==> config.mk <==
export PLATFORM = sky130hd
export DESIGN_NAME = wordle_game_ctrl_flat
export DESIGN_NICKNAME = d
export VERILOG_FILES = /design/src/rtl/wordle_pkg.sv /design/src/rtl/wordle_game_ctrl_if.sv /design/src/rtl/button_conditioner.sv /design/src/rtl/wordle_game_ctrl.sv /design/src/flat_wrapper.sv
export SDC_FILE = /design/constraint.sdc
export NUM_CORES = 1
export LEC_CHECK = 0
export CAP_MARGIN = 20
export CORE_MARGIN = 3
export CORE_UTILIZATION = 45
export DETAILED_ROUTE_END_ITERATION = 12
export PLACE_DENSITY = 0.71
export SLEW_MARGIN = 20
export SYNTH_ARGS = -nofsm -noshare
export SYNTH_HDL_FRONTEND = slang
export SYNTH_SLANG_ARGS = --single-unit
==> constraint.sdc <==
create_clock -name clk -period 1.6 [get_ports clk]
set_clock_uncertainty 0.05 [all_clocks]
set_input_delay 0.16 -clock clk [delete_from_list [all_inputs] [get_ports clk]]
set_output_delay 0.16 -clock clk [all_outputs]
set_load 0.01 [all_outputs]
==> src/rtl/wordle_pkg.sv <==
// Shared types and constants for the word-game sequencer: letters, packed words,
// FSM states and display-mode codes.
package wordle_pkg;

   localparam int WORD_LEN = 4;

   typedef logic [4:0] letter_t;
   typedef letter_t [WORD_LEN-1:0] word_t;

   localparam letter_t LETTER_INVALID = 5'd31;
   localparam letter_t LETTER_MAX     = 5'd25;
   localparam word_t   WORD_BLANK     = {WORD_LEN{LETTER_INVALID}};

   typedef enum logic [2:0] {
      IDLE,
      ENTRY,
      SCORE,
      RESULT,
      WIN,
      LOSE
   } state_t;

   localparam logic [2:0] DISP_BLANK  = 3'd0;
   localparam logic [2:0] DISP_ENTRY  = 3'd1;
   localparam logic [2:0] DISP_RESULT = 3'd2;
   localparam logic [2:0] DISP_WIN    = 3'd3;
   localparam logic [2:0] DISP_LOSE   = 3'd4;

   // The formatter has no scoring view, so SCORE keeps showing the entry screen.
   function automatic logic [2:0] disp_of(input state_t st);
      logic [2:0] d;
      d = DISP_BLANK;
      case (st)
         ENTRY, SCORE: d = DISP_ENTRY;
         RESULT:       d = DISP_RESULT;
         WIN:          d = DISP_WIN;
         LOSE:         d = DISP_LOSE;
         default:      d = DISP_BLANK;
      endcase
      return d;
   endfunction

endpackage

==> src/rtl/wordle_game_ctrl_if.sv <==
// Bus between the switch decoder / display formatter and the game sequencer.
interface wordle_game_ctrl_if;
   logic        enter;
   logic [4:0]  letter_code;
   logic [19:0] secret_word;
   logic [19:0] guess_word;
   logic [1:0]  slot_idx;
   logic [2:0]  disp_mode;
   logic [3:0]  led_correct;
   logic [3:0]  led_present;
   logic [2:0]  guess_count;
   logic        bad_letter;

   modport master (
      output enter, letter_code, secret_word,
      input  guess_word, slot_idx, disp_mode, led_correct, led_present,
             guess_count, bad_letter
   );

   modport slave (
      input  enter, letter_code, secret_word,
      output guess_word, slot_idx, disp_mode, led_correct, led_present,
             guess_count, bad_letter
   );
endinterface

==> src/rtl/button_conditioner.sv <==
// Active-low pushbutton conditioner: 2-FF synchroniser, counting debounce and a
// one-cycle pulse on each accepted press (debounced 1->0).
module button_conditioner #(
   parameter int DEBOUNCE_CYCLES = 16,
   parameter int DB_W            = 5
) (
   input  logic clk,
   input  logic reset_n,
   input  logic btn_n,
   output logic press
);

   logic            r_sync1;
   logic            r_sync2;
   logic            r_db;
   logic            r_db_q;
   logic [DB_W-1:0] r_cnt;

   always_ff @(posedge clk or negedge reset_n) begin
      if (!reset_n) begin
         r_sync1 <= 1'b1;
         r_sync2 <= 1'b1;
         r_db    <= 1'b1;
         r_db_q  <= 1'b1;
         r_cnt   <= '0;
      end else begin
         r_sync1 <= btn_n;
         r_sync2 <= r_sync1;
         r_db_q  <= r_db;
         // Any sample agreeing with the accepted level restarts the run.
         if (r_sync2 == r_db) begin
            r_cnt <= '0;
         end else if (r_cnt == DB_W'(DEBOUNCE_CYCLES - 1)) begin
            r_db  <= r_sync2;
            r_cnt <= '0;
         end else begin
            r_cnt <= r_cnt + DB_W'(1);
         end
      end
   end

   assign press = r_db_q & ~r_db;

endmodule

==> src/rtl/wordle_game_ctrl.sv <==
// Word-game sequencer: letter entry, serial scoring, guess counting, win/lose.
//
//   state  | meaning
//   IDLE   | blank display, waiting for a press to latch the secret and start
//   ENTRY  | each valid press stores a letter in the current slot
//   SCORE  | 4 cycles of per-slot exact match, then one cycle for present flags
//   RESULT | feedback shown, press starts the next guess
//   WIN    | all letters correct, press returns to IDLE
//   LOSE   | guess budget spent, press returns to IDLE
module wordle_game_ctrl
   import wordle_pkg::*;
#(
   parameter int MAX_GUESSES     = 6,
   parameter int DEBOUNCE_CYCLES = 16,
   parameter int DB_W            = 5
) (
   input  logic              clk,
   input  logic              reset_n,
   wordle_game_ctrl_if.slave bus
);

   localparam logic [2:0] SCORE_PRESENT = 3'(WORD_LEN);
   localparam logic [2:0] GUESS_LIMIT   = 3'(MAX_GUESSES);

   logic w_press;

   state_t     r_state,     w_state_nxt;
   word_t      r_secret,    w_secret_nxt;
   word_t      r_guess,     w_guess_nxt;
   logic [1:0] r_slot_idx,  w_slot_nxt;
   logic [2:0] r_score_idx, w_score_nxt;
   logic [3:0] r_led_c,     w_led_c_nxt;
   logic [3:0] r_led_p,     w_led_p_nxt;
   logic [2:0] r_gcount,    w_gcount_nxt;
   logic       r_bad,       w_bad_nxt;
   logic [3:0] w_present;
   logic [2:0] w_gcount_inc;

   button_conditioner #(
      .DEBOUNCE_CYCLES(DEBOUNCE_CYCLES),
      .DB_W           (DB_W)
   ) u_btn (
      .clk    (clk),
      .reset_n(reset_n),
      .btn_n  (bus.enter),
      .press  (w_press)
   );

   always_ff @(posedge clk or negedge reset_n) begin
      if (!reset_n) begin
         r_state     <= IDLE;
         r_secret    <= '0;
         r_guess     <= WORD_BLANK;
         r_slot_idx  <= '0;
         r_score_idx <= '0;
         r_led_c     <= '0;
         r_led_p     <= '0;
         r_gcount    <= '0;
         r_bad       <= 1'b0;
      end else begin
         r_state     <= w_state_nxt;
         r_secret    <= w_secret_nxt;
         r_guess     <= w_guess_nxt;
         r_slot_idx  <= w_slot_nxt;
         r_score_idx <= w_score_nxt;
         r_led_c     <= w_led_c_nxt;
         r_led_p     <= w_led_p_nxt;
         r_gcount    <= w_gcount_nxt;
         r_bad       <= w_bad_nxt;
      end
   end

   // A secret letter already claimed by an exact match cannot also mark present.
   always_comb begin
      w_present = '0;
      for (int i = 0; i < WORD_LEN; i++) begin
         for (int j = 0; j < WORD_LEN; j++) begin
            if (i != j && !r_led_c[i] && !r_led_c[j] && r_secret[j] == r_guess[i]) begin
               w_present[i] = 1'b1;
            end
         end
      end
   end

   assign w_gcount_inc = (r_gcount < GUESS_LIMIT) ? r_gcount + 3'd1 : r_gcount;

   always_comb begin
      w_state_nxt  = r_state;
      w_secret_nxt = r_secret;
      w_guess_nxt  = r_guess;
      w_slot_nxt   = r_slot_idx;
      w_score_nxt  = r_score_idx;
      w_led_c_nxt  = r_led_c;
      w_led_p_nxt  = r_led_p;
      w_gcount_nxt = r_gcount;
      w_bad_nxt    = 1'b0;

      unique case (r_state)
         IDLE: begin
            if (w_press) begin
               w_secret_nxt = bus.secret_word;
               w_guess_nxt  = WORD_BLANK;
               w_led_c_nxt  = '0;
               w_led_p_nxt  = '0;
               w_gcount_nxt = '0;
               w_slot_nxt   = '0;
               w_state_nxt  = ENTRY;
            end
         end
         ENTRY: begin
            if (w_press) begin
               if (bus.letter_code <= LETTER_MAX) begin
                  w_guess_nxt[r_slot_idx] = bus.letter_code;
                  if (r_slot_idx == 2'd3) begin
                     w_score_nxt = '0;
                     w_state_nxt = SCORE;
                  end else begin
                     w_slot_nxt = r_slot_idx + 2'd1;
                  end
               end else begin
                  w_bad_nxt = 1'b1;
               end
            end
         end
         SCORE: begin
            // Presses arriving here, including on the exit cycle, are dropped.
            if (r_score_idx != SCORE_PRESENT) begin
               w_led_c_nxt[r_score_idx[1:0]] =
                  (r_guess[r_score_idx[1:0]] == r_secret[r_score_idx[1:0]]);
               w_score_nxt = r_score_idx + 3'd1;
            end else begin
               w_led_p_nxt = w_present;
               if (&r_led_c) begin
                  w_state_nxt = WIN;
               end else begin
                  w_gcount_nxt = w_gcount_inc;
                  w_state_nxt  = (w_gcount_inc == GUESS_LIMIT) ? LOSE : RESULT;
               end
            end
         end
         RESULT: begin
            if (w_press) begin
               w_guess_nxt = WORD_BLANK;
               w_slot_nxt  = '0;
               w_led_c_nxt = '0;
               w_led_p_nxt = '0;
               w_state_nxt = ENTRY;
            end
         end
         WIN, LOSE: begin
            if (w_press) begin
               w_state_nxt = IDLE;
            end
         end
         default: w_state_nxt = IDLE;
      endcase
   end

   assign bus.guess_word  = r_guess;
   assign bus.slot_idx    = r_slot_idx;
   assign bus.disp_mode   = disp_of(r_state);
   assign bus.led_correct = r_led_c;
   assign bus.led_present = r_led_p;
   assign bus.guess_count = r_gcount;
   assign bus.bad_letter  = r_bad;

endmodule

==> src/flat_wrapper.sv <==
// flat-port wrapper written by rule: the top's interface ports become plain ports
module wordle_game_ctrl_flat import wordle_pkg::*;
#(
   parameter int MAX_GUESSES     = 6,
   parameter int DEBOUNCE_CYCLES = 16,
   parameter int DB_W            = 5
)
  (clk, reset_n, bus_enter, bus_letter_code, bus_secret_word, bus_guess_word, bus_slot_idx, bus_disp_mode, bus_led_correct, bus_led_present, bus_guess_count, bus_bad_letter);
  wordle_game_ctrl_if bus_i ();
  input  logic clk;
  input  logic reset_n;
  input wire logic [$bits(bus_i.enter)-1:0] bus_enter;
  input wire logic [$bits(bus_i.letter_code)-1:0] bus_letter_code;
  input wire logic [$bits(bus_i.secret_word)-1:0] bus_secret_word;
  output wire logic [$bits(bus_i.guess_word)-1:0] bus_guess_word;
  output wire logic [$bits(bus_i.slot_idx)-1:0] bus_slot_idx;
  output wire logic [$bits(bus_i.disp_mode)-1:0] bus_disp_mode;
  output wire logic [$bits(bus_i.led_correct)-1:0] bus_led_correct;
  output wire logic [$bits(bus_i.led_present)-1:0] bus_led_present;
  output wire logic [$bits(bus_i.guess_count)-1:0] bus_guess_count;
  output wire logic [$bits(bus_i.bad_letter)-1:0] bus_bad_letter;
  assign bus_i.enter = bus_enter;
  assign bus_i.letter_code = bus_letter_code;
  assign bus_i.secret_word = bus_secret_word;
  assign bus_guess_word = bus_i.guess_word;
  assign bus_slot_idx = bus_i.slot_idx;
  assign bus_disp_mode = bus_i.disp_mode;
  assign bus_led_correct = bus_i.led_correct;
  assign bus_led_present = bus_i.led_present;
  assign bus_guess_count = bus_i.guess_count;
  assign bus_bad_letter = bus_i.bad_letter;
  wordle_game_ctrl #(.MAX_GUESSES(MAX_GUESSES), .DEBOUNCE_CYCLES(DEBOUNCE_CYCLES), .DB_W(DB_W)) u_core (.clk(clk), .reset_n(reset_n), .bus(bus_i));
endmodule
==> flow_metrics.tcl <==
set metrics [dict create \
    status "finished with violations" \
    violations "negative setup slack" \
    yosys_warnings 0 \
    grt_pass1_vias 3896 \
    first_pass_iters 5 \
    synth_common_cells "67 x xnor2_1, 45 x dfrtp_1, 36 x clkbuf_1" \
    clock.fmax_mhz 571 \
    grt_pass1_wl_um 20400 \
    cts_buffer_depth 2 \
    path_clk_slew_ns 0.09 \
    hold_path.class "in -> reg" \
    yosysMostFrequentCell "xnor2_1" \
    dpl.hpwl_um 8440 \
    ys.flop_type "dfrtp_1" \
    finalSetupViolCount 53 \
    ys_types 50 \
    ios 65 \
    p_leak_nw 2.71 \
    wl_um 13200 \
    crit_type "reg -> reg" \
    grt_usage 0.250 \
    ys_ff_latch 69 \
    required_ns 1.78 \
    path_max_fanout 5 \
    synth_top_area_cell "dfrtp_1" \
    final_max_slew_viol_count 0 \
    hold_path_depth 1 \
    worstMarginPinSlew_ns 0.375 \
    max-vdd-ir-drop_v 0.000454 \
    cp_slowest_cell "dfrtp_1" \
    crit_path_max_incr_delay_ns 0.43 \
    syn_inst 439 \
    post-synth-top-area-fraction 0.263 \
    cts_max_level 3 \
    synth_edf_count 0 \
    areaGrowthSynthToFinish_pct 50.8 \
    end_kind "flop" \
    min-delay-start "bus_enter" \
    cts_inserted_buffers 9 \
    crit_buf_inv 2 \
    crit_chain "buf_6 -> or3b_4 -> a21oi_4 -> buf_6 -> a21oi_4 -> o21ai_2 -> o21ai_1" \
    drc 0 \
    rows 34 \
    clock-sinks 69 \
    netlist_area_mm2 0.00428 \
    async_flop_share 1.00 \
    drv_cap 0 \
    port_buffers 64 \
    regToRegEndpoint "u_core.bus.led_correct[3]" \
    root_buffer "clkbuf_8" \
    slew_headroom 0.750 \
    gp_congestion 0.868 \
    final_area_mm2 0.00645 \
    worst_slack_ns -0.151 \
    p_per_area_mw_per_mm2 618 \
    r2r_start "u_core.r_state[2]" \
    antenna_found_initial 0 \
    period_needed_ns 1.75 \
    coreArea_mm2 0.00898 \
    hold_slack_ns 0.163 \
    fin_crit_sh 1.09 \
    grt_max_degree 70 \
    finalHoldViolCount 0 \
    die_h_um 103 \
    rr_worst_depth 7 \
    overflow 0 \
    startpoint_type "flop" \
    rsz0062_at_grt "true" \
    instances_no_fill 696 \
    final_antenna_net_count 0 \
    synth_area_leaders "dfrtp_1 26%, dfstp_2 15%, xnor2_1 14%" \
    syn_avg_cell_area_um2 9.74 \
    die_area_mm2 0.0107 \
    first_iter_violations 215 \
    crit_family "compound AO/OA/AOI/OAI gates" \
    vias 3788 \
    ys_seq_area_frac 0.411 \
    synth_fp_nets 477 \
    hold_end "u_core.u_btn.r_sync1" \
    rrSetupSlack_ns -0.15 \
    clk_latency_ns 0.35 \
    via_per_inst 5.44 \
    wl_per_cell_um 19.0 \
    total_power_mw 3.98 \
    floorplan.initialDensity 0.476 \
    cp.arrival_ns 1.93 \
    die_w_um 103 \
    place_area_mm2 0.00545 \
    dp.cells 652 \
    antenna_cells 0 \
    fillers 622 \
    fin_util 0.718 \
    drive_above_1_share 0.433 \
    finalNetCount 603 \
    cts_tree "yes" \
]
## cell type report
| class | count | area [um2] | share of cell area |
|---|---|---|---|
| Clock buffer | 10 | 149 | 0.0231 |
| Clock inverter | 6 | 93.8 | 0.0146 |
| Sequential cell | 69 | 1760 | 0.273 |
| Timing Repair Buffer | 166 | 1520 | 0.235 |
| Inverter | 12 | 45.0 | 0.00699 |
| Tap cell | 126 | 158 | 0.0245 |
| Multi-Input combinational cell | 307 | 2720 | 0.423 |
## per-layer routing
metal,vias to the layer above,global-route usage,part of all wire
li1,1739,-,-
met1,1885,0.342,0.42
met2,140,0.402,0.49
met3,24,0.0396,0.068
met4,0,0.0886,0.018
met5,-,0,0
## cells in the final DEF, fill, tap and decap left out, drive strengths merged, types with 3 or more instances in the layout
master         count
a21oi             35
and2               4
buf              105
clkbuf            11
clkdlybuf4s15      3
clkdlybuf4s50     34
clkinv             3
dfrtp             45
dfstp             24
dlygate4sd2       22
ha                10
inv               12
mux2              22
mux2i              6
nand2             22
nand3              7
nand4             18
nor2              30
nor2b              3
nor3               7
nor4              13
o21ai             20
xnor2             67
xor2              16
## stage by stage
step                setup TNS, ns  setup WS [ns]
floorplan                  -0.776        -0.0458
global route                -8.53         -0.225
global placement            -7.19         -0.288
detailed placement          -8.56         -0.347
finish                      -5.60         -0.151
CTS                         -4.10         -0.127
## timing repair
item                       4_1_cts  5_1_grt
setup buffers                   23        6
pin swaps                       25       27
setup endpoints to repair       85       68
gates cloned                     5        0
hold buffers                     1        0
resized for setup              124       62
hold endpoints to repair        45        0
## worst register-to-register path, delay by kind of cell, from the launching register on
family	cells	cell delay (ns)
flops	1	0.43
simple gates	1	0.41
compound gates	4	0.44
buf+inv	2	0.30
## kinds of logic (layout without fill, tap and decap cells)
kind of cell,Yosys count,count (layout),share of synthesized area
multiplexers,28,28,0.0720
AO/OA/AOI/OAI,67,70,0.100
flip-flops,69,69,0.411
adder cells (fa/ha/maj),10,10,0.0293
buffers and inverters,66,194,0.0658
AND/OR/NAND/NOR,116,116,0.152
XOR/XNOR,83,83,0.170
## worst max-delay path by stage
stage / to / start / depth (start not counted)
final: u_core.bus.led_correct[3] / u_core.r_state[2] / 7
after global routing: u_core.bus.guess_word[0] / u_core.r_state[2] / 7
after CTS: u_core.bus.guess_word[15] / u_core.r_state[1] / 9
after floorplan: u_core.bus.led_correct[1] / u_core.r_state[0] / 7
after global placement: u_core.bus.guess_word[17] / bus_letter_code[2] / 6
after detailed placement: u_core.bus.guess_word[15] / bus_letter_code[4] / 6
## state kept, by name, summed over array words and instances (netlist names), 2 cells and up
name and flops:
u_core.bus.led_present 4, u_core.bus.led_correct 4, u_core.bus.guess_word 20, u_core.r_score_idx 3
u_core.r_state 3, u_core.r_secret 20, u_core.bus.slot_idx 2, u_core.bus.guess_count 3
u_core.u_btn.r_cnt 5
## where the power goes
part	switching [mW]	internal [mW]
clock network	0.751	0.980
logic	0.206	0.224
registers	0.0270	1.79
No activity file was read; power rests on OpenSTA's default activity.
